File: src/rtl/uart_tx_arbiter_pkg.sv
// Shared types and helpers for the UART transmit arbiter slice.
package uart_tx_arbiter_pkg;

  localparam int DEFAULT_DATA_W = 8;

  typedef enum logic [2:0] {
    ST_IDLE      = 3'd0,
    ST_LAUNCH    = 3'd1,
    ST_WAIT_BUSY = 3'd2,
    ST_WAIT_DONE = 3'd3,
    ST_ACK       = 3'd4
  } arb_state_e;

  // Width needed to index 'value' items; never narrower than one bit.
  function automatic int clog2(input int value);
    int result;
    result = 1;
    for (int i = 1; i < 31; i++) begin
      if ((1 << i) < value) begin
        result = i + 1;
      end
    end
    return result;
  endfunction

endpackage

File: src/rtl/uart_tx_arbiter_rr_pick.sv
// Combinational round-robin picker: first set request at or above the pointer, wrapping.
module uart_tx_arbiter_rr_pick
  import uart_tx_arbiter_pkg::*;
#(
  parameter int NUM_REQ = 4,
  parameter int IDX_W   = clog2(NUM_REQ)
) (
  input  logic [NUM_REQ-1:0] req_i,
  input  logic [IDX_W-1:0]   ptr_i,
  output logic               valid_o,
  output logic [IDX_W-1:0]   winner_o
);

  localparam logic [IDX_W-1:0] IDX_LAST = IDX_W'(NUM_REQ - 1);

  // Walk the requesters starting at the pointer; wrap by compare so odd counts work.
  always_comb begin
    logic [IDX_W-1:0] idx;
    valid_o  = 1'b0;
    winner_o = '0;
    idx      = ptr_i;
    for (int k = 0; k < NUM_REQ; k++) begin
      if (!valid_o && req_i[idx]) begin
        valid_o  = 1'b1;
        winner_o = idx;
      end
      idx = (idx == IDX_LAST) ? '0 : idx + IDX_W'(1);
    end
  end

endmodule

File: src/rtl/uart_tx_arbiter.sv
// Shares one UART transmitter among NUM_REQ byte sources with round-robin arbitration.
// A grant latches the byte, pulses tx_start, waits for the frame (or a start timeout),
// then acks the source and moves the rotation pointer past it.
module uart_tx_arbiter
  import uart_tx_arbiter_pkg::*;
#(
  parameter int NUM_REQ       = 4,
  parameter int DATA_W        = DEFAULT_DATA_W,
  parameter int START_TIMEOUT = 16
) (
  input  logic                        clk,
  input  logic                        rst,
  input  logic [NUM_REQ-1:0]          req,
  input  logic [NUM_REQ*DATA_W-1:0]   req_data,
  output logic [NUM_REQ-1:0]          ack,
  output logic                        tx_err,
  output logic                        tx_start,
  output logic [DATA_W-1:0]           tx_data,
  input  logic                        tx_busy,
  output logic [clog2(NUM_REQ)-1:0]   grant_id,
  output logic                        arb_busy
);

  localparam int IDX_W = clog2(NUM_REQ);
  localparam int CNT_W = clog2(START_TIMEOUT);
  localparam logic [IDX_W-1:0] IDX_LAST  = IDX_W'(NUM_REQ - 1);
  localparam logic [CNT_W-1:0] CNT_LIMIT = CNT_W'(START_TIMEOUT - 2);

  arb_state_e          state_q, state_d;
  logic [IDX_W-1:0]    ptr_q, ptr_d;
  logic [IDX_W-1:0]    grantId_q, grantId_d;
  logic [CNT_W-1:0]    startCnt_q, startCnt_d;
  logic                drop_q, drop_d;
  logic [DATA_W-1:0]   txData_q, txData_d;
  logic [NUM_REQ-1:0]  ack_q, ack_d;
  logic                txErr_q, txErr_d;
  logic                txStart_q, txStart_d;
  logic                arbBusy_q, arbBusy_d;

  logic                pickValid;
  logic [IDX_W-1:0]    pickIdx;

  uart_tx_arbiter_rr_pick #(
    .NUM_REQ (NUM_REQ),
    .IDX_W   (IDX_W)
  ) u_pick (
    .req_i    (req),
    .ptr_i    (ptr_q),
    .valid_o  (pickValid),
    .winner_o (pickIdx)
  );

  // Next-state logic; outputs are derived from the state being entered so they register cleanly.
  always_comb begin
    state_d    = state_q;
    ptr_d      = ptr_q;
    grantId_d  = grantId_q;
    startCnt_d = startCnt_q;
    drop_d     = drop_q;
    txData_d   = txData_q;

    unique case (state_q)
      ST_IDLE: begin
        if (pickValid && !tx_busy) begin
          grantId_d = pickIdx;
          for (int i = 0; i < NUM_REQ; i++) begin
            if (pickIdx == IDX_W'(i)) begin
              txData_d = req_data[i*DATA_W +: DATA_W];
            end
          end
          state_d = ST_LAUNCH;
        end
      end
      ST_LAUNCH: begin
        startCnt_d = '0;
        state_d    = ST_WAIT_BUSY;
      end
      ST_WAIT_BUSY: begin
        if (tx_busy) begin
          state_d = ST_WAIT_DONE;
        end else begin
          startCnt_d = startCnt_q + CNT_W'(1);
          if (startCnt_q == CNT_LIMIT) begin
            drop_d  = 1'b1;
            state_d = ST_ACK;
          end
        end
      end
      ST_WAIT_DONE: begin
        if (!tx_busy) begin
          state_d = ST_ACK;
        end
      end
      ST_ACK: begin
        ptr_d   = (grantId_q == IDX_LAST) ? '0 : grantId_q + IDX_W'(1);
        drop_d  = 1'b0;
        state_d = ST_IDLE;
      end
      default: begin
        state_d = ST_IDLE;
      end
    endcase

    txStart_d = (state_d == ST_LAUNCH);
    arbBusy_d = (state_d != ST_IDLE);
    txErr_d   = (state_d == ST_ACK) && drop_d;
    for (int i = 0; i < NUM_REQ; i++) begin
      ack_d[i] = (state_d == ST_ACK) && (grantId_d == IDX_W'(i));
    end
  end

  // FSM state, rotation pointer, timeout counter and drop flag.
  always_ff @(posedge clk or posedge rst) begin
    if (rst) begin
      state_q    <= ST_IDLE;
      ptr_q      <= '0;
      grantId_q  <= '0;
      startCnt_q <= '0;
      drop_q     <= 1'b0;
    end else begin
      state_q    <= state_d;
      ptr_q      <= ptr_d;
      grantId_q  <= grantId_d;
      startCnt_q <= startCnt_d;
      drop_q     <= drop_d;
    end
  end

  // Registered outputs and the latched byte.
  always_ff @(posedge clk or posedge rst) begin
    if (rst) begin
      txData_q  <= '0;
      ack_q     <= '0;
      txErr_q   <= 1'b0;
      txStart_q <= 1'b0;
      arbBusy_q <= 1'b0;
    end else begin
      txData_q  <= txData_d;
      ack_q     <= ack_d;
      txErr_q   <= txErr_d;
      txStart_q <= txStart_d;
      arbBusy_q <= arbBusy_d;
    end
  end

  assign ack      = ack_q;
  assign tx_err   = txErr_q;
  assign tx_start = txStart_q;
  assign tx_data  = txData_q;
  assign grant_id = grantId_q;
  assign arb_busy = arbBusy_q;

endmodule
File: config.mk
export PLATFORM = sky130hd
export DESIGN_NAME = uart_tx_arbiter
export DESIGN_NICKNAME = d
export VERILOG_FILES = /design/src/rtl/uart_tx_arbiter_pkg.sv /design/src/rtl/uart_tx_arbiter_rr_pick.sv /design/src/rtl/uart_tx_arbiter.sv
export SDC_FILE = /design/constraint.sdc
export NUM_CORES = 1
export LEC_CHECK = 0
export BUFFER_PORTS_ARGS = -buffer_cell sky130_fd_sc_hd__buf_2
export CORE_UTILIZATION = 40
export DETAILED_ROUTE_END_ITERATION = 10
export PLACE_DENSITY = 0.71
export SLEW_MARGIN = 15
export SYNTH_ARGS = -nofsm -noshare
export SYNTH_HDL_FRONTEND = slang
export SYNTH_HIERARCHICAL = 1
export SYNTH_SLANG_ARGS = --single-unit
File: constraint.sdc
create_clock -name clk -period 3.45 [get_ports clk]
set_input_delay 0.5175 -clock clk [delete_from_list [all_inputs] [get_ports clk]]
set_output_delay 0.5175 -clock clk [all_outputs]
set_load 0.005 [all_outputs]
==> run summary, run 1 <==
Worst Tran Pin Value - 1.00 ns
cts bufs inserted - 3
peak supply drop - 478 uV
failing checks - DRC
Reg-to-Reg Start - ptr_q[1]
Cells after Synth - 149
Overflow after GRT - 0
Avg Cell Area, Syn - 11.2 um2
Vias/cell - 5.57
sw frac - 38.7%
Startpoint Class - flop
status - complete, but fails checks
post-CTS resize count - 0
Worst-path clk slew - 0.10 ns
area delta synth->final - 20.0%
Worst path slowest cell - ha_1
first-pass GRT wire length - 5460 um
Post-synth ARST share - 100%
Internal Pwr Total - 0.00104 W
reg-to-reg critical path endpoint - tx_data[6]
Yosys top cell area share - 40.4%
Seq pwr share - 33.4%
cell row count - 23
CTS Buffer Depth - 2
routed wire length - 3440 um
Post-CTS Setup Bufs - 0
sequential share of the synthesized area - 40.4%
CP Class - flop to flop
Fin Setup TNS - 0 ns
area leader, netlist - dfrtp_1
synthesized cell area - 0.00167 mm2
met2 Use GR - 25.1%
net total in the final layout - 244
Pre-antenna DRT Iters - 7
Root Buffer Master - clkbuf_8
GP Congestion - 0.832
Combinational Power Share - 55.8%
I/O pin count - 56
fmax - 0.326 GHz
Main synth FF type - dfrtp_1
hold crit path type - input pin to async pin
# setup viols final - 0
delay-heaviest family, CP - multiplexers
Stages on worst setup path - 8
ant diodes - 0
slowest stage delay, CP - 0.54 ns
worst skew pair latency - 0.28 ns
Max Cap Viol - 0
worst path cell trace - ha_1 -> mux2i_1 -> mux2i_1 -> o32ai_1 -> a221o_1 -> buf_4 -> mux4_2 -> mux2_2
chip width - 66.6 um
buffers added on ports - 55
synth top area cells - dfrtp_1 (40%), mux4_2 (11%), mux2_2 (8.8%)
Cell variety after synth - 47
Routed Antenna Nets - 0
Pleak - 0.967 nW
P per Cell Area - 843 mW/mm2
Req. time, crit path - 3.61 ns
Tmin final - 3.07 ns
RSZ-0062 raised after global routing - false
die height - 66.6 um
critical path capture point type - flop
DRC - 2
cell mode on critical path - mux2i_1
CTS tree - yes
Yosys warning total - 6
Initial DRC Count - 181
fin crit share - 88.9%
Final Max Tran Viols - 0
vias in the first global route - 1,176
final setup margin - 0.385 ns
Mapped Nets - 192
worst setup path end - tx_data[6]
total power - 0.00169 W
Worst Skew - 0.0102 ns
Final Hold Viols - 0
number of flops mapped to enable cells by yosys - 0
cells on worst reg2reg path - 8
initial antenna violation count - 0
Buf/Inv on CP - 1
Hold WS - 0.461 ns
CTS Hold Bufs - 0
Seq cells post-synth - 27
Critical Path AT - 3.23 ns
share of layout cells above drive strength 1 - 42.5%
met1 usage in global routing - 21.7%
met3 GRT Util - 3.77%
total track usage - 16.2%
Slew HR - 32.9%
CTS Sinks - 27
H-tree level count - 1
busiest grt layer - met2
Setup WS pre-CTS - 0.398 ns
core area - 0.00400 mm2
routed via count - 1,393
die area - 0.00444 mm2
switching power - 0.000654 W
fin util - 50.1%
Post-DP HPWL - 2540 um
clock group share of total power - 10.9%
pin count of the biggest net entering global routing - 28
Max FO, Critical Path - 13
Reg2Reg Setup Slack - 0.38 ns
WL per Instance - 13.8 um
Initial Utilization - 41.8%
CP startpoint - ptr_q[1]
worst min-delay path by stage:
stage / from / to / slack (ns) / depth (start not counted)
4_1_cts: rst / ack[3] / 0.50 / 2
6_report: rst / ack[3] / 0.46 / 2
3_5_place_dp: tx_data[7] / tx_data[7] / 0.49 / 1
5_1_grt: tx_data[1] / tx_data[1] / 0.53 / 1
2_1_floorplan: drop_q / drop_q / 0.50 / 2
3_3_place_gp: tx_data[0] / tx_data[0] / 0.49 / 1
synthesized netlist by cell type (2+ instances only):
cell type  count
a21o_1         2
a21oi_1        2
a221o_1        2
a22o_1         4
a31oi_1        2
and3_1         2
buf_2          3
buf_6          3
clkbuf_1       3
dfrtp_1       27
ha_1           4
inv_1         10
mux2_2        13
mux2i_1        3
mux4_2         8
nand2_1        8
nand3_1        2
nand3b_1       3
nor2_1         6
nor2b_1        2
nor3_1         3
nor3b_1        2
o211ai_1       2
o21ai_0       10
flip-flops by register name (all words and copies together), names as in the netlist:
signal,cells
ack,4
arb_busy,1
drop_q,1
grant_id,2
ptr_q,2
startCnt_q,4
state_q,3
tx_data,8
tx_err,1
tx_start,1
layout make-up:
class / instances / area, um2
inverter: 10 / 37.5
timing repair buffer: 57 / 290
fill: 378 / 2000
tap: 50 / 62.6
sequential: 27 / 676
multi-input combinational: 102 / 890
clock buffer: 3 / 41.3
clock inverter: 1 / 7.51
layer usage:
metal | vias up | share of wire, %
met3 | 4 | 3.3
met2 | 32 | 49
met1 | 688 | 46
li1 | 669 | -
met4 | 0 | 1.4
met5 | - | 0
per-stage QoR:
stage | area (um2) | instances
global route | 2000 | 250
floorplan | 1670 | 149
finish | 2000 | 250
CTS | 2000 | 250
global placement | 1960 | 246
detailed placement | 1960 | 246
worst register-to-register path, stage by stage, from the launching register on:
cell and delay, ns:
dfrtp_1 0.44, ha_1 0.54, mux2i_1 0.27, mux2i_1 0.09, o32ai_1 0.40, a221o_1 0.22
buf_4 0.20, mux4_2 0.52, mux2_2 0.27
power by group through the flow:
stage,clock [W],sequential (W),combinational [W]
4_1_cts,0.000190,0.000563,0.000956
6_report,0.000183,0.000563,0.000943
3_3_place_gp,0,0.000566,0.000935
5_1_grt,0.000203,0.000587,0.00105
2_1_floorplan,0,0.000529,0.000800
3_5_place_dp,0,0.000570,0.000955
cells by family (layout without fill, tap and decap cells):
logic type | count (synthesis) | in the layout | synth area share, %
AOI/OAI and AO/OA | 37 | 37 | 15.8
muxes | 24 | 24 | 21.3
DFF | 27 | 27 | 40.4
adders and majority gates | 4 | 4 | 3.00
buffers and inverters | 20 | 71 | 6.29
and+or+nand+nor | 37 | 37 | 13.1
cells in the final DEF (no fill, tap or decap), types with 2 or more instances in the layout:
| cell | netlist | layout |
|---|---|---|
| nand2_1 | 8 | 8 |
| nand3_1 | 2 | 2 |
| nor3b_1 | 2 | 2 |
| clkbuf_8 | 0 | 3 |
| mux2_2 | 13 | 13 |
| buf_4 | 1 | 2 |
| a221o_1 | 2 | 2 |
| a21o_1 | 2 | 2 |
| buf_2 | 3 | 55 |
| a21oi_1 | 2 | 2 |
| o21ai_0 | 10 | 10 |
| dfrtp_1 | 27 | 27 |
| a22o_1 | 4 | 4 |
| nor2b_1 | 2 | 2 |
| nor2_1 | 6 | 6 |
| nor3_1 | 3 | 3 |
| nand3b_1 | 3 | 3 |
| mux4_2 | 8 | 8 |
| inv_1 | 10 | 10 |
| a31oi_1 | 2 | 2 |
| and3_1 | 2 | 2 |
| ha_1 | 4 | 4 |
| mux2i_1 | 3 | 3 |
| o211ai_1 | 2 | 2 |
Power figures use the tool's default switching activity.
==> run 2: changes to the inputs <==
Settings changed: PLACE_DENSITY 0.71 to 0.69, SYNTH_HIERARCHICAL 1 to default.
==> run summary, run 2 <==
CTS Sinks - 27 (unchanged)
Final Hold Viols - 0 (unchanged)
total track usage - 17.2% (was 16.2%)
Setup WS pre-CTS - 0.566 ns (was 0.398 ns)
Fin Setup TNS - 0 ns (unchanged)
buffers added on ports - 55 (unchanged)
most frequent cells in the layout - buf_2 (55), dfrtp_1 (27), nand2_1 (22) (was buf_2 (55), dfrtp_1 (27), mux2_2 (13))
CTS Hold Bufs - 0 (unchanged)
initial antenna violation count - 0 (unchanged)
Req. time, crit path - 3.60 ns (was 3.61 ns)
Mapped Nets - 253 (was 192)
Reg2Reg Setup Slack - 0.53 ns (was 0.38 ns)
CTS Buffer Depth - 2 (unchanged)
ant diodes - 0 (unchanged)
worst skew pair latency - 0.28 ns (about the same)
Slew HR - 34.2% (was 32.9%)
# setup viols final - 0 (unchanged)
area delta synth->final - 15.0% (was 20.0%)
peak supply drop - 528 uV (was 478 uV)
GP Congestion - 0.858 (was 0.832)
die height - 71.7 um (was 66.6 um)
Seq cells post-synth - 27 (unchanged)
most common cell after layout, fill and taps aside - buf_2 (unchanged)
Overflow after GRT - 0 (unchanged)
synth top area cells - dfrtp_1 (35%), mux2i_1 (6.7%), a221oi_2 (4.6%) (was dfrtp_1 (40%), mux4_2 (11%), mux2_2 (8.8%))
Pleak - 1.04 nW (was 0.967 nW)
Pre-antenna DRT Iters - 6 (was 7)
Max FO, Critical Path - 16 (was 13)
Tmin final - 2.92 ns (was 3.07 ns)
Final Max Tran Viols - 0 (unchanged)
fmax - 0.343 GHz (was 0.326 GHz)
sequential share of the synthesized area - 34.7% (was 40.4%)
Root Buffer Master - clkbuf_8 (unchanged)
die area - 0.00515 mm2 (was 0.00444 mm2)
status - completed (was complete, but fails checks)
Critical Path AT - 3.06 ns (was 3.23 ns)
P per Cell Area - 897 mW/mm2 (was 843 mW/mm2)
pin count of the biggest net entering global routing - 28 (unchanged)
Avg Cell Area, Syn - 9.26 um2 (was 11.2 um2)
Initial DRC Count - 90 (was 181)
DRC - 0 (was 2)
Post-synth ARST share - 100% (unchanged)
Post-synth top cells - dfrtp_1 (27), nand2_1 (22), nor2_1 (19) (was dfrtp_1 (27), mux2_2 (13), inv_1 (10), o21ai_0 (10))
synthesized cell area - 0.00195 mm2 (was 0.00167 mm2)
final setup margin - 0.535 ns (was 0.385 ns)
Reg-to-Reg Start - ptr_q[1] (unchanged)
cell row count - 25 (was 23)
fin crit share - 84.5% (was 88.9%)
Yosys top cell area share - 34.7% (was 40.4%)
first-pass GRT wire length - 7110 um (was 5460 um)
Routed met2 length - 2110 um (was 1700 um)
Worst Skew - 0.00421 ns (was 0.0102 ns)
Post-DP HPWL - 3130 um (was 2540 um)
Routed Antenna Nets - 0 (unchanged)
hold crit path type - input pin to async pin (unchanged)
max reg flops - 8 (unchanged)
H-tree level count - 1 (unchanged)
Post-CTS Setup Bufs - 0 (unchanged)
reg-to-reg critical path endpoint - tx_data[1] (was tx_data[6])
top-count cell post-synth - dfrtp_1 (unchanged)
Worst-path clk slew - 0.10 ns (about the same)
Cells after Synth - 210 (was 149)
area leader, netlist - dfrtp_1 (unchanged)
I/O pin count - 56 (unchanged)
critical path capture point type - flop (unchanged)
Main synth FF type - dfrtp_1 (unchanged)
vias in the first global route - 1,557 (was 1,176)
Yosys warning total - 0 (was 6)
Vias/cell - 5.44 (was 5.57)
share of layout cells above drive strength 1 - 32.4% (was 42.5%)
Max Cap Viol - 0 (unchanged)
Cell variety after synth - 53 (was 47)
routed wire length - 4330 um (was 3440 um)
net total in the final layout - 300 (was 244)
number of flops mapped to enable cells by yosys - 0 (unchanged)
Hold WS - 0.327 ns (was 0.461 ns)
RSZ-0062 raised after global routing - false (unchanged)
Initial Utilization - 41.5% (was 41.8%)
met3 wire length - 142 um (was 113 um)
CTS tree - yes (unchanged)
Worst Tran Pin Value - 0.980 ns (was 1.00 ns)
CP Class - flop to flop (unchanged)
cts bufs inserted - 3 (unchanged)
total power - 0.00201 W (was 0.00169 W)
Max Used Layer - met4 (unchanged)
Startpoint Class - flop (unchanged)
chip width - 71.7 um (was 66.6 um)
cells on worst reg2reg path - 8 (unchanged)
core area - 0.00469 mm2 (was 0.00400 mm2)
WL per Instance - 14.0 um (was 13.8 um)
routed via count - 1,685 (was 1,393)
post-CTS resize count - 0 (unchanged)
DRT met1 WL - 2070 um (was 1580 um)
==> run 2: changes by cell type in the layout (fill, tap and decap cells not counted), sizes merged, moves of 5 or more <==
| cell | change |
|---|---|
| a21oi | +11 |
| nand2 | +14 |
| mux2 | -9 |
| mux4 | -7 |
| a211oi | +8 |
| a221oi | +5 |
| mux2i | +10 |
| nor2 | +13 |
==> run 2: critical path, stage by stage, from the launching register on <==
cell and delay, ns:
dfrtp_1 0.46, ha_1 0.65, nand2_1 0.22, nand4bb_1 0.18, o31ai_1 0.13, a211oi_4 0.45
nand2b_1 0.32, a211oi_1 0.30, a211oi_1 0.06
==> run 2: worst max path at each step <==
stage / endpoint / slack, ns / start / cells after the start
finish: tx_data[1] / 0.53 / ptr_q[1] / 8
global route: tx_data[1] / 0.28 / ptr_q[1] / 8
global placement: tx_data[7] / 0.65 / ptr_q[1] / 8
detailed placement: tx_data[1] / 0.57 / ptr_q[1] / 8
CTS: ack[1] / 0.56 / ptr_q[1] / 8
floorplan: tx_data[0] / 1.01 / ptr_q[1] / 11
==> run 2: cells by family after synthesis <==
family,share of synthesized area [%]
AO/OA/AOI/OAI,26.3
XOR/XNOR,0.450
adder cells (fa/ha/maj),2.57
buffers and inverters,7.59
flip-flops,34.7
multiplexers,10.4
AND/OR/NAND/NOR,18.0
==> run 2: metal layers <==
| metal | global-route usage (%) | vias to the layer above |
|---|---|---|
| met5 | 0 | - |
| met4 | 2.18 | 0 |
| met3 | 3.23 | 2 |
| met2 | 28.6 | 34 |
| met1 | 23.9 | 799 |
| li1 | - | 850 |
==> run 2: cell type report <==
| class | count | area, um2 |
|---|---|---|
| fill | 453 | 2450 |
| clock buffer | 3 | 41.3 |
| inverter | 9 | 33.8 |
| multi-input combinational | 159 | 1120 |
| clock inverter | 1 | 7.51 |
| tap | 54 | 67.6 |
| timing repair buffer | 57 | 290 |
| sequential | 27 | 676 |
==> run 2: per-stage QoR <==
step,util [%],instances,instance area (um2)
6_report,47.7,310,2240
5_1_grt,47.7,310,2240
4_1_cts,47.7,310,2240
3_5_place_dp,46.7,306,2190
3_3_place_gp,46.7,306,2190
2_1_floorplan,-,210,1950
==> run 2: power by group <==
part | internal (W) | total (W) | switching, W
logic | 0.000555 | 0.00125 | 0.000698
registers | 0.000436 | 0.000566 | 0.000130
clock network | 0.0000822 | 0.000189 | 0.000106
==> run 3: changes to the inputs <==
Clock period 3.45 ns to 2.7 ns, I/O delays scaled along.
==> run summary, run 3 (same netlist as run 2, synthesis figures left out) <==
Post-DP HPWL - 3170 um (was 3130 um)
CTS Hold Bufs - 0 (unchanged)
fin util - 48.9% (was 47.7%)
Max Cap Viol - 0 (unchanged)
share of layout cells above drive strength 1 - 34.6% (was 32.4%)
buffers added on ports - 55 (unchanged)
most common cell after layout, fill and taps aside - buf_2 (unchanged)
initial antenna violation count - 0 (unchanged)
Combinational Power Share - 64.4% (was 62.4%)
total track usage - 17.3% (was 17.2%)
cts bufs inserted - 3 (unchanged)
Slew HR - 73.4% (was 34.2%)
Initial DRC Count - 78 (was 90)
core area - 0.00469 mm2 (unchanged)
Internal Pwr Total - 0.00145 W (was 0.00107 W)
Routed Antenna Nets - 0 (unchanged)
Final Max Tran Viols - 0 (unchanged)
Final Hold Viols - 0 (unchanged)
switching power - 0.00120 W (was 0.000934 W)
max reg flops - 8 (unchanged)
Worst Tran Pin Value - 0.395 ns (was 0.980 ns)
ant diodes - 0 (unchanged)
CTS Buffer Depth - 2 (unchanged)
Seq pwr share - 26.8% (was 28.2%)
Post-CTS Setup Bufs - 0 (unchanged)
critical path capture point type - flop (unchanged)
peak supply drop - 706 uV (was 528 uV)
Pre-antenna DRT Iters - 4 (was 6)
pin count of the biggest net entering global routing - 28 (unchanged)
die area - 0.00515 mm2 (unchanged)
CTS Sinks - 27 (unchanged)
cell row count - 25 (unchanged)
Worst Skew - 0.00481 ns (was 0.00421 ns)
Req. time, crit path - 2.89 ns (was 3.60 ns)
CP Class - flop to flop (unchanged)
worst skew pair latency - 0.27 ns (was 0.28 ns)
DRC - 0 (unchanged)
routed via count - 1,746 (was 1,685)
status - completed (unchanged)
WL per Instance - 13.7 um (was 14.0 um)
I/O pin count - 56 (unchanged)
P per Cell Area - 1150 mW/mm2 (was 897 mW/mm2)
Tmin final - 2.57 ns (was 2.92 ns)
area delta synth->final - 17.8% (was 15.0%)
fmax - 0.389 GHz (was 0.343 GHz)
fin crit share - 95.1% (was 84.5%)
first-pass GRT wire length - 7310 um (was 7110 um)
GP Congestion - 0.899 (was 0.858)
Fin Setup TNS - 0 ns (unchanged)
H-tree level count - 1 (unchanged)
Worst-path clk slew - 0.09 ns (was 0.10 ns)
vias in the first global route - 1,683 (was 1,557)
Max FO, Critical Path - 18 (was 16)
clock group share of total power - 8.8% (was 9.4%)
Critical Path AT - 2.76 ns (was 3.06 ns)
die height - 71.7 um (unchanged)
# setup viols final - 0 (unchanged)
most frequent cells in the layout - buf_2 (55), dfrtp_1 (27), nand2_1 (22) (unchanged)
Initial Utilization - 41.5% (unchanged)
hold crit path type - input pin to async pin (unchanged)
net total in the final layout - 307 (was 300)
sw frac - 45.3% (was 46.5%)
Vias/cell - 5.51 (was 5.44)
total power - 0.00264 W (was 0.00201 W)
Root Buffer Master - clkbuf_8 (unchanged)
Startpoint Class - flop (unchanged)
Overflow after GRT - 0 (unchanged)
chip width - 71.7 um (unchanged)
routed wire length - 4330 um (about the same)
Pleak - 1.08 nW (was 1.04 nW)
CTS tree - yes (unchanged)
## run 3: cell count changes in the layout (fill, tap and decap cells not counted)
cell        delta
ha_1           -1
clkinvlp_4     -1
nand2b_1       -1
clkinv_1       -1
buf_4          +7
ha_2           +1
nand2b_2       +1
inv_1          +1
clkbuf_1       +1
## run 3: repair_timing
action                     in CTS  in global routing
hold endpoints to repair        0                  0
gates resized for setup         0                  2
setup endpoints to repair       0                 10
## run 3: metal layers
layer | global-route usage (%) | up-vias | share of wire (%)
li1 | - | 867 | -
met1 | 23.1 | 831 | 46
met2 | 29.2 | 42 | 50
met3 | 2.53 | 6 | 3.1
met4 | 4.58 | 0 | 1.0
met5 | 0 | - | 0
## run 3: worst paths after layout
path | startpoint | end | slack, ns | cells past startpoint
setup / recovery | ptr_q[1] | tx_data[0] | 0.13 | 8
hold / removal | rst | ack[0] | 0.18 | 3
setup reg to reg | ptr_q[1] | tx_data[0] | 0.13 | 8
hold reg to reg | startCnt_q[1] | startCnt_q[1] | 0.56 | 2
max in group asynchronous | rst | ack[1] | 2.26 | 3
min in group clk | req_data[3] | tx_data[3] | 0.37 | 3
## run 3: cell type report
cell class                      count  area (um2)
Clock buffer                        4        45.0
Sequential cell                    27         676
Multi-Input combinational cell    159        1130
Tap cell                           54        67.6
Fill cell                         453        2400
Timing Repair Buffer               64         343
Inverter                            9        33.8
## run 3: stage by stage
stage	area [um2]	cells	hold slack [ns]	worst slack [ns]
2_1_floorplan	1950	210	0.458	0.262
6_report	2290	317	0.179	0.131
4_1_cts	2290	317	0.186	0.0825
3_3_place_gp	2240	313	0.480	0.130
5_1_grt	2290	317	0.209	-0.0137
3_5_place_dp	2240	313	0.485	0.0847
## run 3: critical path, cell delays in order (launching register included)
cell	delay (ns)
dfrtp_1	0.41
ha_2	0.45
mux2_4	0.33
and2_1	0.16
o211a_1	0.23
a31oi_4	0.18
and2_4	0.33
mux2i_1	0.13
a221oi_2	0.27
## run 3: power groups by stage
stage               sequential (W)  combinational [W]  clock (W)
floorplan                 0.000668            0.00149          0
global placement          0.000713            0.00167          0
CTS                       0.000705            0.00170   0.000242
finish                    0.000709            0.00170   0.000232
global route              0.000737            0.00189   0.000254
detailed placement        0.000710            0.00170          0
